===== config.mk =====
export PLATFORM = sky130hd
export DESIGN_NAME = ibex_tlul_host_mo
export DESIGN_NICKNAME = d
export VERILOG_FILES = /design/src/rtl/ibex_tlul_host_mo.sv
export SDC_FILE = /design/constraint.sdc
export NUM_CORES = 1
export LEC_CHECK = 0
export ABC_AREA = 1
export BUFFER_PORTS_ARGS = -buffer_cell sky130_fd_sc_hd__buf_2
export CAP_MARGIN = 20
export CELL_PAD_IN_SITES_DETAIL_PLACEMENT = 1
export CELL_PAD_IN_SITES_GLOBAL_PLACEMENT = 1
export CORE_MARGIN = 1
export CORE_UTILIZATION = 30
export CTS_CLUSTER_DIAMETER = 80
export CTS_CLUSTER_SIZE = 10
export DETAILED_ROUTE_END_ITERATION = 16
export GPL_ROUTABILITY_DRIVEN = 0
export PLACE_DENSITY = 0.82
export REMOVE_ABC_BUFFERS = 1
export SLEW_MARGIN = 30
export SYNTH_ARGS = -nofsm -noshare
export SYNTH_HDL_FRONTEND = slang
export SYNTH_SLANG_ARGS = --single-unit

===== constraint.sdc =====
create_clock -name clk_i -period 2.3 [get_ports clk_i]
set_clock_uncertainty 0.2 [all_clocks]
set_input_delay 0.46 -clock clk_i [delete_from_list [all_inputs] [get_ports clk_i]]
set_output_delay 0.46 -clock clk_i [all_outputs]
set_load 0.01 [all_outputs]

===== src/rtl/ibex_tlul_host_mo.sv =====
// ibex_tlul_host_mo
//   Bridges an Ibex req/gnt port onto a TL-UL host port with up to
//   MaxOutstanding transactions in flight. Each accepted request occupies one
//   slot of a ring; the slot index is sent as a_source. Responses may come back
//   in any order on d_source, and are handed back to Ibex strictly in issue order.
//
// Ports
//   clk_i, rst_ni      clock, asynchronous active-low reset
//   req_i/we_i/be_i    Ibex request, write enable, byte enables
//   addr_i/wdata_i     Ibex byte address and write data
//   gnt_o              request accepted this cycle
//   rvalid_o           one-cycle response pulse, issue order
//   rdata_o/err_o      response data / error (hold between pulses)
//   tl_a_*_o           TL-UL A channel (flattened tl_h2d_t), tl_d_ready_o
//   tl_a_ready_i       TL-UL A channel ready
//   tl_d_*_i           TL-UL D channel (flattened tl_d2h_t)
//   outstanding_o      allocated, not-yet-retired slots
//   unexp_rsp_o        sticky flag: D beat on a free/completed/out-of-range source
module ibex_tlul_host_mo #(
  parameter int unsigned MaxOutstanding = 2,
  parameter bit          ReadOnly       = 1'b0,
  parameter bit          PartialWrOp    = 1'b1,
  localparam int unsigned CntW          = $clog2(MaxOutstanding + 1)
) (
  input  logic            clk_i,
  input  logic            rst_ni,
  input  logic            req_i,
  input  logic            we_i,
  input  logic [3:0]      be_i,
  input  logic [31:0]     addr_i,
  input  logic [31:0]     wdata_i,
  output logic            gnt_o,
  output logic            rvalid_o,
  output logic [31:0]     rdata_o,
  output logic            err_o,
  output logic            tl_a_valid_o,
  output logic [2:0]      tl_a_opcode_o,
  output logic [2:0]      tl_a_param_o,
  output logic [1:0]      tl_a_size_o,
  output logic [7:0]      tl_a_source_o,
  output logic [31:0]     tl_a_address_o,
  output logic [3:0]      tl_a_mask_o,
  output logic [31:0]     tl_a_data_o,
  output logic            tl_d_ready_o,
  input  logic            tl_a_ready_i,
  input  logic            tl_d_valid_i,
  input  logic [7:0]      tl_d_source_i,
  input  logic [31:0]     tl_d_data_i,
  input  logic            tl_d_error_i,
  output logic [CntW-1:0] outstanding_o,
  output logic            unexp_rsp_o
);

  localparam int unsigned PtrW = (MaxOutstanding > 1) ? $clog2(MaxOutstanding) : 1;

  localparam logic [2:0] OpGet            = 3'd4;
  localparam logic [2:0] OpPutFullData    = 3'd0;
  localparam logic [2:0] OpPutPartialData = 3'd1;

  logic [PtrW-1:0]           wr_ptr, rd_ptr;
  logic [CntW-1:0]           count;
  logic [MaxOutstanding-1:0] pend_q, done_q, err_q;
  logic [31:0]               slot_rdata_q [MaxOutstanding];

  logic            full, ro_wr, bus_grant, local_grant;
  logic            d_in_range, d_hit, rd_done, rd_hit, retire;
  logic [PtrW-1:0] d_idx;
  logic [31:0]     retire_data;
  logic            retire_err;
  logic            unused_addr;

  // Word-aligned bus addresses make the low address bits irrelevant.
  assign unused_addr = ^addr_i[1:0];

  function automatic logic [PtrW-1:0] ptr_inc(input logic [PtrW-1:0] p);
    if (p == PtrW'(MaxOutstanding - 1)) return '0;
    return p + PtrW'(1);
  endfunction

  assign full        = (count == CntW'(MaxOutstanding));
  assign ro_wr       = ReadOnly & we_i;
  assign bus_grant   = tl_a_valid_o & tl_a_ready_i;
  // Writes on a read-only port take a slot but never touch the bus.
  assign local_grant = req_i & ~full & ro_wr;
  assign gnt_o       = bus_grant | local_grant;

  assign tl_a_valid_o   = req_i & ~full & ~ro_wr;
  assign tl_a_opcode_o  = !we_i ? OpGet :
                          ((be_i == 4'hF) || !PartialWrOp) ? OpPutFullData : OpPutPartialData;
  assign tl_a_param_o   = 3'd0;
  assign tl_a_size_o    = 2'd2;
  assign tl_a_source_o  = {{(8 - PtrW){1'b0}}, wr_ptr};
  assign tl_a_address_o = {addr_i[31:2], 2'b00};
  assign tl_a_mask_o    = we_i ? be_i : 4'hF;
  assign tl_a_data_o    = we_i ? wdata_i : 32'h0;
  assign tl_d_ready_o   = 1'b1;

  // Only a beat for a pending slot is accepted; the range check guards the
  // slot lookup for sources beyond the ring.
  assign d_in_range = (tl_d_source_i < 8'(MaxOutstanding));
  assign d_idx      = tl_d_source_i[PtrW-1:0];
  assign d_hit      = tl_d_valid_i & d_in_range & pend_q[d_idx];

  // The oldest slot retires either from stored contents or directly from a
  // beat arriving for it this cycle, giving one cycle of D-to-rvalid latency.
  assign rd_done     = done_q[rd_ptr];
  assign rd_hit      = d_hit & (d_idx == rd_ptr);
  assign retire      = rd_done | rd_hit;
  assign retire_data = rd_hit ? tl_d_data_i  : slot_rdata_q[rd_ptr];
  assign retire_err  = rd_hit ? tl_d_error_i : err_q[rd_ptr];

  assign outstanding_o = count;

  // Pointer and occupancy bookkeeping.
  always_ff @(posedge clk_i or negedge rst_ni) begin
    if (!rst_ni) begin
      wr_ptr <= '0;
      rd_ptr <= '0;
      count  <= '0;
    end else begin
      if (gnt_o) wr_ptr <= ptr_inc(wr_ptr);
      if (retire) rd_ptr <= ptr_inc(rd_ptr);
      if (gnt_o && !retire) count <= count + CntW'(1);
      else if (!gnt_o && retire) count <= count - CntW'(1);
    end
  end

  // Per-slot state. Grant needs a free slot, a D hit a pending one and a
  // stored retire a done one, so at most one branch applies per slot.
  always_ff @(posedge clk_i or negedge rst_ni) begin
    if (!rst_ni) begin
      pend_q <= '0;
      done_q <= '0;
      err_q  <= '0;
      for (int i = 0; i < MaxOutstanding; i++) slot_rdata_q[i] <= '0;
    end else begin
      for (int i = 0; i < MaxOutstanding; i++) begin
        if (gnt_o && (wr_ptr == PtrW'(i))) begin
          if (local_grant) begin
            done_q[i]       <= 1'b1;
            err_q[i]        <= 1'b1;
            slot_rdata_q[i] <= '0;
          end else begin
            pend_q[i] <= 1'b1;
          end
        end else if (d_hit && (d_idx == PtrW'(i))) begin
          pend_q[i] <= 1'b0;
          if (d_idx != rd_ptr) begin
            done_q[i]       <= 1'b1;
            err_q[i]        <= tl_d_error_i;
            slot_rdata_q[i] <= tl_d_data_i;
          end
        end else if (rd_done && (rd_ptr == PtrW'(i))) begin
          done_q[i] <= 1'b0;
        end
      end
    end
  end

  // Response outputs; data and error hold between pulses.
  always_ff @(posedge clk_i or negedge rst_ni) begin
    if (!rst_ni) begin
      rvalid_o    <= 1'b0;
      rdata_o     <= '0;
      err_o       <= 1'b0;
      unexp_rsp_o <= 1'b0;
    end else begin
      rvalid_o <= retire;
      if (retire) begin
        rdata_o <= retire_data;
        err_o   <= retire_err;
      end
      if (tl_d_valid_i && !d_hit) unexp_rsp_o <= 1'b1;
    end
  end

endmodule


==> flow_summary_export.csv <==
group,metric,value,unit
clock_tree,htreeDepth,3,
sta,clock.fmax,481,MHz
floorplan,die_area,20200,µm²
floorplan,core_area,19000,µm²
clock_tree,clk_path_buf_depth,2,
global_routing,grt_pass1_vias,5651,
critical_path,crit_type,"flip-flop to primary output",
critical_path,crit_start,"outstanding_o[0]",
logic_synthesis,syn_area,5890,µm²
critical_path,cp-start-kind,"flip-flop",
logic_synthesis,ys_ff_latch,109,
cells_and_area,fillers,2403,
cells_and_area,area_delta_synth_final,20.6,%
cells_and_area,final_cell_mix,"nand2_1 (347), buf_2 (159), dfrtp_1 (108)",
clock_tree,hold_buffers,1,
cells_and_area,seq_area,2730,µm²
logic_synthesis,synth_fa_ha_area_share,0.212,%
cells_and_area,final_cells,1190,
sta,finalSetupTns,0,ps
sta,drv_slew,0,
clock_tree,clk_pin_slew,70,ps
global_routing,grt_pass1_wl,30.1,mm
logic_synthesis,synth_xor_area_share,0.574,%
global_routing,grt_remaining_overflow,0,
logic_synthesis,postSynthCellCount,808,
cells_and_area,multi_input_area,2380,µm²
critical_path,cpMostUsedCell,"inv_1",
sta,fin_crit_sh,90.4,%
route,drt_wl_total,18.6,mm
route,drtIter0Drc,296,
sta,period_needed,2080,ps
placed_design,dp.cells,1173,
global_routing,antenna_found_initial,0,
logic_synthesis,ys_seq_area_share,46.3,%
global_routing,use_met3,4.71,%
cells_and_area,diodes,0,
global_routing,grt_max_degree,39,
route,ant_nets,0,
route,drcViolationCount,0,
logic_synthesis,ys_types,30,
cells_and_area,drive_gt1_share,23.3,%
pwr,p_per_area,723,nW/µm²
route,num_vias,5487,
cells_and_area,final_area,7100,µm²
critical_path,worstPathArrival,1420,ps
floorplan,die-height,142,µm
floorplan,num_rows,50,
pwr,power.leakage,0.00423,µW
cells_and_area,postLayoutCoreUtil,37.5,%
critical_path,worst_ep_required_time,1640,ps
critical_path,crit_path_cell_trace,"inv_1 > a21boi_1 > nand2_1 > inv_1 > buf_2",
route,firstDrtPassIters,4,
cells_and_area,final_nets,1041,
global_routing,global_route.peak_usage_layer,"met2",
sta,finalHoldViolCount,0,
placed_design,io_buffers,160,
floorplan,initial_core_util,31.1,%
floorplan,pin_count,239,
logic_synthesis,synthSimpleGateAreaFrac,31.3,%
global_routing,grt_use_met1,25.5,%
critical_path,critical_path.max_stage_delay,380,ps
outcome,status,"finished clean",
clock_tree,cts_resized,0,
critical_path,r2r_start,"rd_ptr",
sta,rsz0062_at_grt,"false",
sta,whs,172,ps
cells_and_area,final_common_cell,"nand2_1",
min_path,worst_hold_startpoint,"tl_d_data_i[10]",
logic_synthesis,synth_top_family_by_area,"simple AND/OR/NAND/NOR gates",
logic_synthesis,avgSynthCellArea,7.29,µm²
clock_tree,root_buffer,"clkbuf_16",
placed_design,dpl_cell_area,6810,µm²
logic_synthesis,synthMuxAreaShare,0,%
global_routing,met2_usage,31.2,%
clock_tree,clock_latency,350,ps
floorplan,die_w,142,µm
job,cap_violations,0,
clock_tree,cts_tree,"yes",
sta,finalSetupViolCount,0,
placed_design,hpwl,13.2,mm
critical_path,endpoint_kind,"primary output",
pwr,peakVddDrop,0.338,mV
route,routed_via_density,4.61,
critical_path,path_max_fanout,4,
global_routing,grt.total_usage,19.2,%
min_path,worst_hold_path_type,"input port to flip-flop",
clock_tree,cts_buffers,9,
clock_tree,cts.sinks,109,
logic_synthesis,yosys_warnings,0,
clock_tree,cts_post_setup_buffers_inserted,0,
critical_path,critPathSlowestCell,"dfrtp_1",
route,wl_per_cell,15.7,µm
logic_synthesis,synth_compound_area_share,6.59,%
-- final timing paths --
check	slack [ps]	to	cells past startpoint
max in group asynchronous	910	unexp_rsp_o	3
worst min-delay path	170	slot_rdata_q[42]	3
min in group asynchronous	330	rdata_o[15]	2
worst min register to register	270	unexp_rsp_o	1
worst max-delay path	220	gnt_o	5
worst max register to register	250	rdata_o[8]	8
-- logic make-up (layout without fill, tap and decap cells) --
| kind of cell | after synthesis | after routing |
|---|---|---|
| AO/OA/AOI/OAI | 75 | 75 |
| flip-flops | 109 | 109 |
| AND/OR/NAND/NOR | 444 | 444 |
| other | 2 | 16 |
| adder cells (fa/ha/maj) | 1 | 1 |
| buffers and inverters | 174 | 282 |
| XOR/XNOR | 3 | 3 |
-- report_power, final --
| part | switching (µW) | leakage, µW | internal (µW) | total, µW |
|---|---|---|---|---|
| registers | 141 | 0.00149 | 2100 | 2240 |
| logic | 940 | 0.00260 | 462 | 1400 |
| clock network | 728 | 0.000136 | 768 | 1500 |
| total | 1810 | 0.00423 | 3330 | 5130 |
-- registers in the layout, indices dropped and copies added, names as in the netlist --
name           cells
wr_ptr             1
outstanding_o      2
slot_rdata_q      64
rvalid_o           1
rdata_o           32
unexp_rsp_o        1
err_o              1
pend_q             2
rd_ptr             1
err_q              2
done_q             2
-- through the flow --
step / setup WS, ps / total power, µW
final: 220 / 5130
after global routing: 85.7 / 5420
after CTS: 193 / 5190
after detailed placement: 85.5 / 3690
after global placement: 98.7 / 3650
after floorplan: -1530 / 2930
-- cell usage after synthesis (all sizes together) --
| library cell | n | share of area (%) |
|---|---|---|
| nand4 | 34 | 3.9 |
| nor2 | 14 | 0.98 |
| buf | 67 | 8.0 |
| conb | 2 | 0.13 |
| nand3 | 40 | 3.4 |
| nand3b | 1 | 0.13 |
| or2 | 6 | 0.64 |
| clkinv | 1 | 0.064 |
| a21oi | 2 | 0.17 |
| a41oi | 1 | 0.15 |
| o21ai | 70 | 6.0 |
| inv | 80 | 5.1 |
| nand2 | 348 | 22 |
| dfrtp | 109 | 46 |
| nor3 | 1 | 0.085 |
| xnor2 | 3 | 0.57 |
| a21boi | 2 | 0.26 |
| ha | 1 | 0.21 |
| clkbuf | 26 | 1.7 |
-- area by class of cell --
class,instances,area share [%]
Sequential cell,109,38.4
Timing Repair Buffer,185,15.2
Multi-Input combinational cell,539,33.6
Clock buffer,11,3.42
Tap cell,260,4.58
Inverter,81,4.28
Clock inverter,5,0.493
-- critical path, delay by kind of cell (launching register included) --
family / cells / cell delay [ps]
buffers and inverters: 3 / 310
AND/OR/NAND/NOR: 1 / 120
flip-flops: 1 / 380
AO/OA/AOI/OAI: 1 / 250
-- per-layer routing --
layer,wire [µm],vias to the layer above
met5,0,-
met4,214,0
met3,1050,17
met2,8840,145
met1,8530,2645
li1,-,2680
No activity file was read; power rests on OpenSTA's default activity.
